--- src/rtl/decimation_peak_counter_if.sv ---
// Capture-path bus between the ADC input register and the capture RAM
// write logic.
//   Deicimation_IN : decimation factor D (window = D+1 samples)
//   Mode           : 0 = plain decimation, 1 = peak detect
//   Start_WR       : run enable, 0 = idle/reload
//   DATA_IN        : ADC sample, valid every cycle
//   EN             : write strobe, one cycle per output sample
//   CLK_EN         : EN delayed one cycle (address increment)
//   DATA_OUT       : sample accompanying EN
//   Min_Max_Sel    : 0 = min/plain sample, 1 = max sample
// master = sample source / RAM side, slave = the counter.
interface decimation_peak_counter_if #(
  parameter int CNT_W  = 24,
  parameter int DATA_W = 8
);
  logic [CNT_W-1:0]  Deicimation_IN;
  logic              Mode;
  logic              Start_WR;
  logic [DATA_W-1:0] DATA_IN;
  logic              EN;
  logic              CLK_EN;
  logic [DATA_W-1:0] DATA_OUT;
  logic              Min_Max_Sel;

  modport master (
    output Deicimation_IN, Mode, Start_WR, DATA_IN,
    input  EN, CLK_EN, DATA_OUT, Min_Max_Sel
  );

  modport slave (
    input  Deicimation_IN, Mode, Start_WR, DATA_IN,
    output EN, CLK_EN, DATA_OUT, Min_Max_Sel
  );
endinterface

--- src/rtl/decimation_peak_counter.sv ---
// Decimating capture counter with optional peak detect.
// Mode 0 emits the last sample of every (D+1)-sample window. Mode 1 emits
// the window minimum and then the window maximum on consecutive cycles, so
// short glitches survive decimation.
// Ports:
//   CLK   : sample clock, rising edge
//   RST_N : asynchronous active-low reset
//   bus   : decimation_peak_counter_if.slave (see interface header)
module decimation_peak_counter #(
  parameter int CNT_W      = 24,
  parameter int DATA_W     = 8,
  parameter int SIGNED_CMP = 0
) (
  input  logic                     CLK,
  input  logic                     RST_N,
  decimation_peak_counter_if.slave bus
);

  typedef enum logic [1:0] {IDLE, RUN, EMIT_MAX} state_t;

  state_t            state, state_n;
  logic [CNT_W-1:0]  d_lat, d_lat_n, cnt, cnt_n, d_eff, cnt_cur;
  logic              mode_lat, mode_lat_n;
  logic [DATA_W-1:0] run_min, run_min_n, run_max, run_max_n;
  logic [DATA_W-1:0] dout, dout_n;
  logic              en, en_n, sel, sel_n, clk_en;
  logic              last, first;

  function automatic logic lt(input logic [DATA_W-1:0] a, input logic [DATA_W-1:0] b);
    if (SIGNED_CMP != 0) return $signed(a) < $signed(b);
    else                 return a < b;
  endfunction

  // Peak mode needs at least two samples per window (min then max).
  assign d_eff = (mode_lat && d_lat == '0) ? CNT_W'(1) : d_lat;
  // On the first run edge the count comes straight from the latched factor.
  assign cnt_cur = (state == IDLE) ? d_eff : cnt;
  assign last    = (cnt_cur == '0);
  // In peak mode a window starts on the first run edge and on every
  // EMIT_MAX edge; plain mode never looks at this.
  assign first   = (state != RUN);

  always_comb begin
    state_n    = state;
    d_lat_n    = d_lat;
    mode_lat_n = mode_lat;
    cnt_n      = cnt;
    run_min_n  = run_min;
    run_max_n  = run_max;
    dout_n     = dout;
    en_n       = 1'b0;
    sel_n      = sel;
    if (!bus.Start_WR) begin
      state_n    = IDLE;
      d_lat_n    = bus.Deicimation_IN;
      mode_lat_n = bus.Mode;
      cnt_n      = d_eff;
      sel_n      = 1'b0;
    end else begin
      state_n = RUN;
      cnt_n   = last ? d_eff : cnt_cur - CNT_W'(1);
      if (mode_lat) begin
        // Held max goes out while this edge's sample opens the next window.
        if (state == EMIT_MAX) begin
          dout_n = run_max;
          en_n   = 1'b1;
          sel_n  = 1'b1;
        end
        if (first) begin
          run_min_n = bus.DATA_IN;
          run_max_n = bus.DATA_IN;
        end else begin
          run_min_n = lt(bus.DATA_IN, run_min) ? bus.DATA_IN : run_min;
          run_max_n = lt(run_max, bus.DATA_IN) ? bus.DATA_IN : run_max;
        end
        if (last) begin
          dout_n  = run_min_n;
          en_n    = 1'b1;
          sel_n   = 1'b0;
          state_n = EMIT_MAX;
        end
      end else if (last) begin
        dout_n = bus.DATA_IN;
        en_n   = 1'b1;
        sel_n  = 1'b0;
      end
    end
  end

  always_ff @(posedge CLK or negedge RST_N) begin
    if (!RST_N) begin
      state    <= IDLE;
      d_lat    <= '0;
      mode_lat <= 1'b0;
      cnt      <= '0;
      run_min  <= '0;
      run_max  <= '0;
      dout     <= '0;
      en       <= 1'b0;
      sel      <= 1'b0;
      clk_en   <= 1'b0;
    end else begin
      state    <= state_n;
      d_lat    <= d_lat_n;
      mode_lat <= mode_lat_n;
      cnt      <= cnt_n;
      run_min  <= run_min_n;
      run_max  <= run_max_n;
      dout     <= dout_n;
      en       <= en_n;
      sel      <= sel_n;
      clk_en   <= en;
    end
  end

  assign bus.EN          = en;
  assign bus.CLK_EN      = clk_en;
  assign bus.DATA_OUT    = dout;
  assign bus.Min_Max_Sel = sel;

endmodule

--- src/flat_wrapper.sv ---
// flat-port wrapper written by rule: the top's interface ports become plain ports
module decimation_peak_counter_flat 
#(
  parameter int CNT_W      = 24,
  parameter int DATA_W     = 8,
  parameter int SIGNED_CMP = 0
)
  (CLK, RST_N, bus_Deicimation_IN, bus_Mode, bus_Start_WR, bus_DATA_IN, bus_EN, bus_CLK_EN, bus_DATA_OUT, bus_Min_Max_Sel);
  decimation_peak_counter_if #(.CNT_W(CNT_W), .DATA_W(DATA_W)) bus_i ();
  input  logic CLK;
  input  logic RST_N;
  input wire logic [$bits(bus_i.Deicimation_IN)-1:0] bus_Deicimation_IN;
  input wire logic [$bits(bus_i.Mode)-1:0] bus_Mode;
  input wire logic [$bits(bus_i.Start_WR)-1:0] bus_Start_WR;
  input wire logic [$bits(bus_i.DATA_IN)-1:0] bus_DATA_IN;
  output wire logic [$bits(bus_i.EN)-1:0] bus_EN;
  output wire logic [$bits(bus_i.CLK_EN)-1:0] bus_CLK_EN;
  output wire logic [$bits(bus_i.DATA_OUT)-1:0] bus_DATA_OUT;
  output wire logic [$bits(bus_i.Min_Max_Sel)-1:0] bus_Min_Max_Sel;
  assign bus_i.Deicimation_IN = bus_Deicimation_IN;
  assign bus_i.Mode = bus_Mode;
  assign bus_i.Start_WR = bus_Start_WR;
  assign bus_i.DATA_IN = bus_DATA_IN;
  assign bus_EN = bus_i.EN;
  assign bus_CLK_EN = bus_i.CLK_EN;
  assign bus_DATA_OUT = bus_i.DATA_OUT;
  assign bus_Min_Max_Sel = bus_i.Min_Max_Sel;
  decimation_peak_counter #(.CNT_W(CNT_W), .DATA_W(DATA_W), .SIGNED_CMP(SIGNED_CMP)) u_core (.CLK(CLK), .RST_N(RST_N), .bus(bus_i));
endmodule
--- config.mk ---
export PLATFORM = sky130hd
export DESIGN_NAME = decimation_peak_counter_flat
export DESIGN_NICKNAME = d
export VERILOG_FILES = /design/src/rtl/decimation_peak_counter_if.sv /design/src/rtl/decimation_peak_counter.sv /design/src/flat_wrapper.sv
export SDC_FILE = /design/constraint.sdc
export NUM_CORES = 1
export LEC_CHECK = 0
export BUFFER_PORTS_ARGS = -buffer_cell sky130_fd_sc_hd__clkbuf_2
export CAP_MARGIN = 25
export CORE_MARGIN = 3
export CORE_UTILIZATION = 35
export CTS_CLUSTER_DIAMETER = 40
export DETAILED_ROUTE_END_ITERATION = 10
export GPL_TIMING_DRIVEN = 0
export PLACE_DENSITY = 0.58
export SYNTH_ARGS = -nofsm -noshare
export SYNTH_HDL_FRONTEND = slang
export SYNTH_SLANG_ARGS = --single-unit
--- constraint.sdc ---
create_clock -name CLK -period 4.1 [get_ports CLK]
set_input_delay 0.82 -clock CLK [delete_from_list [all_inputs] [get_ports CLK]]
set_output_delay 0.82 -clock CLK [all_outputs]
set_load 0.01 [all_outputs]
==> flow_summary_export.csv <==
group,metric,value,unit
die,die_width,123,um
die,rows,42,
sta,timing.hold.ws,372,ps
synth,ys_seq_elements,78,
power_and_ir_drop,power.density,415,nW/um^2
setup_path,crit_path_max_incr_delay,490,ps
grt,antenna_found_initial,0,
sta,min_period,3940,ps
finish,multi_input_area,2660,um^2
die,dieArea,15100,um^2
cts,cts_root_buf,"clkbuf_16",
hold_path,holdCritPathClass,"reg -> reg",
route,avgRoutedWirePerCell,18.6,um
route,drtIter0Drc,320,
setup_path,cp.arrival,4160,ps
synth,ys_types,64,
cts,cts_tree,"done",
synth,synth_ff_type,"dfrtp_1",
cts,clockBufferDepth,2,
setup_path,worst_setup_path_start_kind,"register",
route,ant_nets,0,
grt,grt_max_degree,51,
finish,regArea,1950,um^2
setup_path,r2r_cells,14,
placement,placedInstanceArea,5260,um^2
sta,fmax,254,MHz
setup_path,cp_slowest_cell,"dfrtp_1",
cts,cts.sinks,78,
hold_path,hold_depth,0,
sta,worstMarginPinSlew,985,ps
finish,nets,604,
synth,avgSynthCellArea,9.66,um^2
power_and_ir_drop,leakage,2.35,nW
cts,clk-insertion-delay-late,340,ps
power_and_ir_drop,peakVddDrop,0.000299,V
setup_path,cp_data_required_time,4330,ps
grt,grt_pass1_vias,4220,
route,via_per_inst,5.72,
cts,cts_max_level,3,
synth,syn_inst,495,
flow_run,drv_cap,0,
sta,fin_skew,5.40,ps
die,die_h,123,um
cts,cts_buffers,9,
die,initial_core_util,36.0,%
cts,clkTransAtPathRegs,60,ps
placement,hpwl,9.92,mm
hold_path,hold_end,"u_core.bus.CLK_EN$_DFF_PN0_",
sta,finalSetupViolCount,0,
finish,layout-drive-gt1-share,23.8,%
synth,synth_fp_nets,546,
sta,hold_violations,0,
route,routed_wl,13.6,mm
sta,setup_ws,164,ps
synth,synthArstFlopShare,100,%
die,pin_count,47,
sta,relSlewSlack,34.0,%
setup_path,crit_fanout,10,
setup_path,cp-end-kind,"register",
hold_path,hp-start,"u_core.bus.EN$_DFF_PN0_",
setup_path,r2r-end,"u_core.bus.DATA_OUT[0]$_DFFE_PN0P_",
cts,holdBufCountCts,0,
setup_path,critical_path_class,"reg -> reg",
setup_path,timing.rr.start,"u_core.state[0]$_DFF_PN0_",
synth,yosysSeqAreaShare,40.8,%
grt,grt_overflow,0,
setup_path,critical_path.cell_chain,"nor2_1 > clkbuf_4 > mux2i_1 > o21ai_0 > inv_2 > ha_1 > inv_1 > a211oi_2 > nand4_4 > or3_1 > buf_2 > or2_4 > a211o_4 > o221a_1",
finish,num-fill-cells,1320,
finish,design_area,5620,um^2
placement,preCtsSetupSlack,-570,ps
grt,grt_pass1_wl,22.3,mm
route,firstDrtPassIters,4,
grt,grt_use_total,19.1,%
synth,synth-edff-count,0,
synth,syn-cell-area,4780,um^2
synth,yosysWarnings,0,
route,drc_errors,0,
route,vias,4197,
placement,gp_congestion,0.870,
run_status,status,"complete, no violations",
setup_path,worst-r2r-setup-slack,160,ps
sta,slew_viol_final,0,
placement,io_buffers,46,
sta,fin_crit_sh,96.0,%
finish,syn_to_final_growth,17.6,%
finish,diodes,0,
die,core_area,13300,um^2
==> critical path: cells and delay by family, from the launching register on <==
kind                     cells  cell delay [ps]
multiplexers                 1              230
buffers and inverters        4              700
flip-flops                   1              490
adder cells (fa/ha/maj)      1              220
AO/OA/AOI/OAI                4             1090
AND/OR/NAND/NOR              4             1080
==> layout make-up <==
class | instances | area share [%]
well taps | 176 | 3.92
multi-input cells | 367 | 47.2
clock inverters | 6 | 1.09
inverters | 26 | 1.74
repair buffers | 49 | 4.89
plain buffers | 22 | 2.18
clock buffers | 10 | 4.25
flip-flops and latches | 78 | 34.7
==> cells by family (layout without fill, tap and decap cells) <==
logic type	Yosys count	after routing	synth area share, %
compound gates	142	142	20.9
fa+ha+maj	15	15	3.92
flops	78	78	40.8
simple gates	150	150	16.2
xor+xnor	2	2	0.366
buf+inv	50	113	4.50
mux	58	58	13.4
==> routing by layer <==
layer | wire, um | track usage [%]
met4 | 250 | 6.09
met2 | 6640 | 31.7
met1 | 5800 | 24.8
met3 | 954 | 4.30
met5 | 0 | 0
==> cell usage in the layout, fill, tap and decap left out, types with 8 or more instances in the layout <==
cell,instances
dfrtp_1,78
inv_1,25
nor4_1,9
nand4_1,9
o221a_1,8
clkbuf_1,9
clkbuf_16,9
and2_1,8
mux2_2,34
nor2_1,46
clkbuf_2,46
a21oi_1,30
nand2_1,32
mux2i_1,22
o21ai_0,29
ha_1,15
==> metrics by stage <==
stage | TNS (ps) | total power, mW | instances | utilization (%)
finish | 0 | 2.33 | 734 | 42.3
floorplan | 0 | 1.35 | 495 | -
global placement | -12290 | 1.50 | 717 | 39.4
detailed placement | -11820 | 1.52 | 718 | 39.6
CTS | 0 | 2.34 | 732 | 41.9
global route | -53.0 | 2.47 | 734 | 42.3
==> timing repair <==
item,4_1_cts,5_1_grt
endpoints found under the setup margin,34,28
gates resized for setup,3,16
cloned,0,0
pin swaps,0,1
setup buffers,0,2
==> synthesized netlist by cell type, types with 7 or more instances <==
| library cell | count | area [um^2] |
|---|---|---|
| buf_2 | 7 | 35.0 |
| o21ai_0 | 29 | 145 |
| inv_1 | 26 | 97.6 |
| nand2_1 | 32 | 120 |
| mux2i_1 | 22 | 220 |
| dfrtp_1 | 78 | 1950 |
| nand3_1 | 7 | 35.0 |
| o221a_1 | 8 | 90.1 |
| a21oi_1 | 30 | 150 |
| clkbuf_1 | 10 | 37.5 |
| nor2_1 | 47 | 176 |
| nor4_1 | 9 | 56.3 |
| and2_1 | 8 | 50.1 |
| nand4_1 | 9 | 56.3 |
| ha_1 | 15 | 188 |
| a2111oi_0 | 9 | 78.8 |
| mux2_2 | 34 | 383 |
==> flip-flops by register name (all words and copies together) (netlist names), 2 cells and up <==
signal / cells
u_core.state: 2
u_core.run_max: 8
u_core.bus.DATA_OUT: 8
u_core.cnt: 24
u_core.d_lat: 24
u_core.run_min: 8
==> how the worst max path moves through the flow <==
stage	cells after the start	startpoint	endpoint	slack [ps]
2_1_floorplan	15	u_core.state[1]$_DFF_PN0_	u_core.bus.DATA_OUT[0]$_DFFE_PN0P_	550
3_5_place_dp	16	u_core.state[1]$_DFF_PN0_	u_core.cnt[15]$_DFF_PN0_	-570
3_3_place_gp	16	u_core.state[1]$_DFF_PN0_	u_core.cnt[15]$_DFF_PN0_	-610
4_1_cts	14	u_core.state[0]$_DFF_PN0_	u_core.bus.DATA_OUT[6]$_DFFE_PN0P_	20
5_1_grt	14	u_core.state[1]$_DFF_PN0_	u_core.bus.DATA_OUT[4]$_DFFE_PN0P_	-20
6_report	14	u_core.state[0]$_DFF_PN0_	u_core.bus.DATA_OUT[0]$_DFFE_PN0P_	160
==> report_power, final <==
group	internal [mW]	switching, mW	total, mW
Sequential	0.888	0.115	1.00
Combinational	0.236	0.281	0.516
Clock	0.486	0.326	0.812
Total	1.61	0.722	2.33
Note: power is estimated with default switching activity, not from simulation.
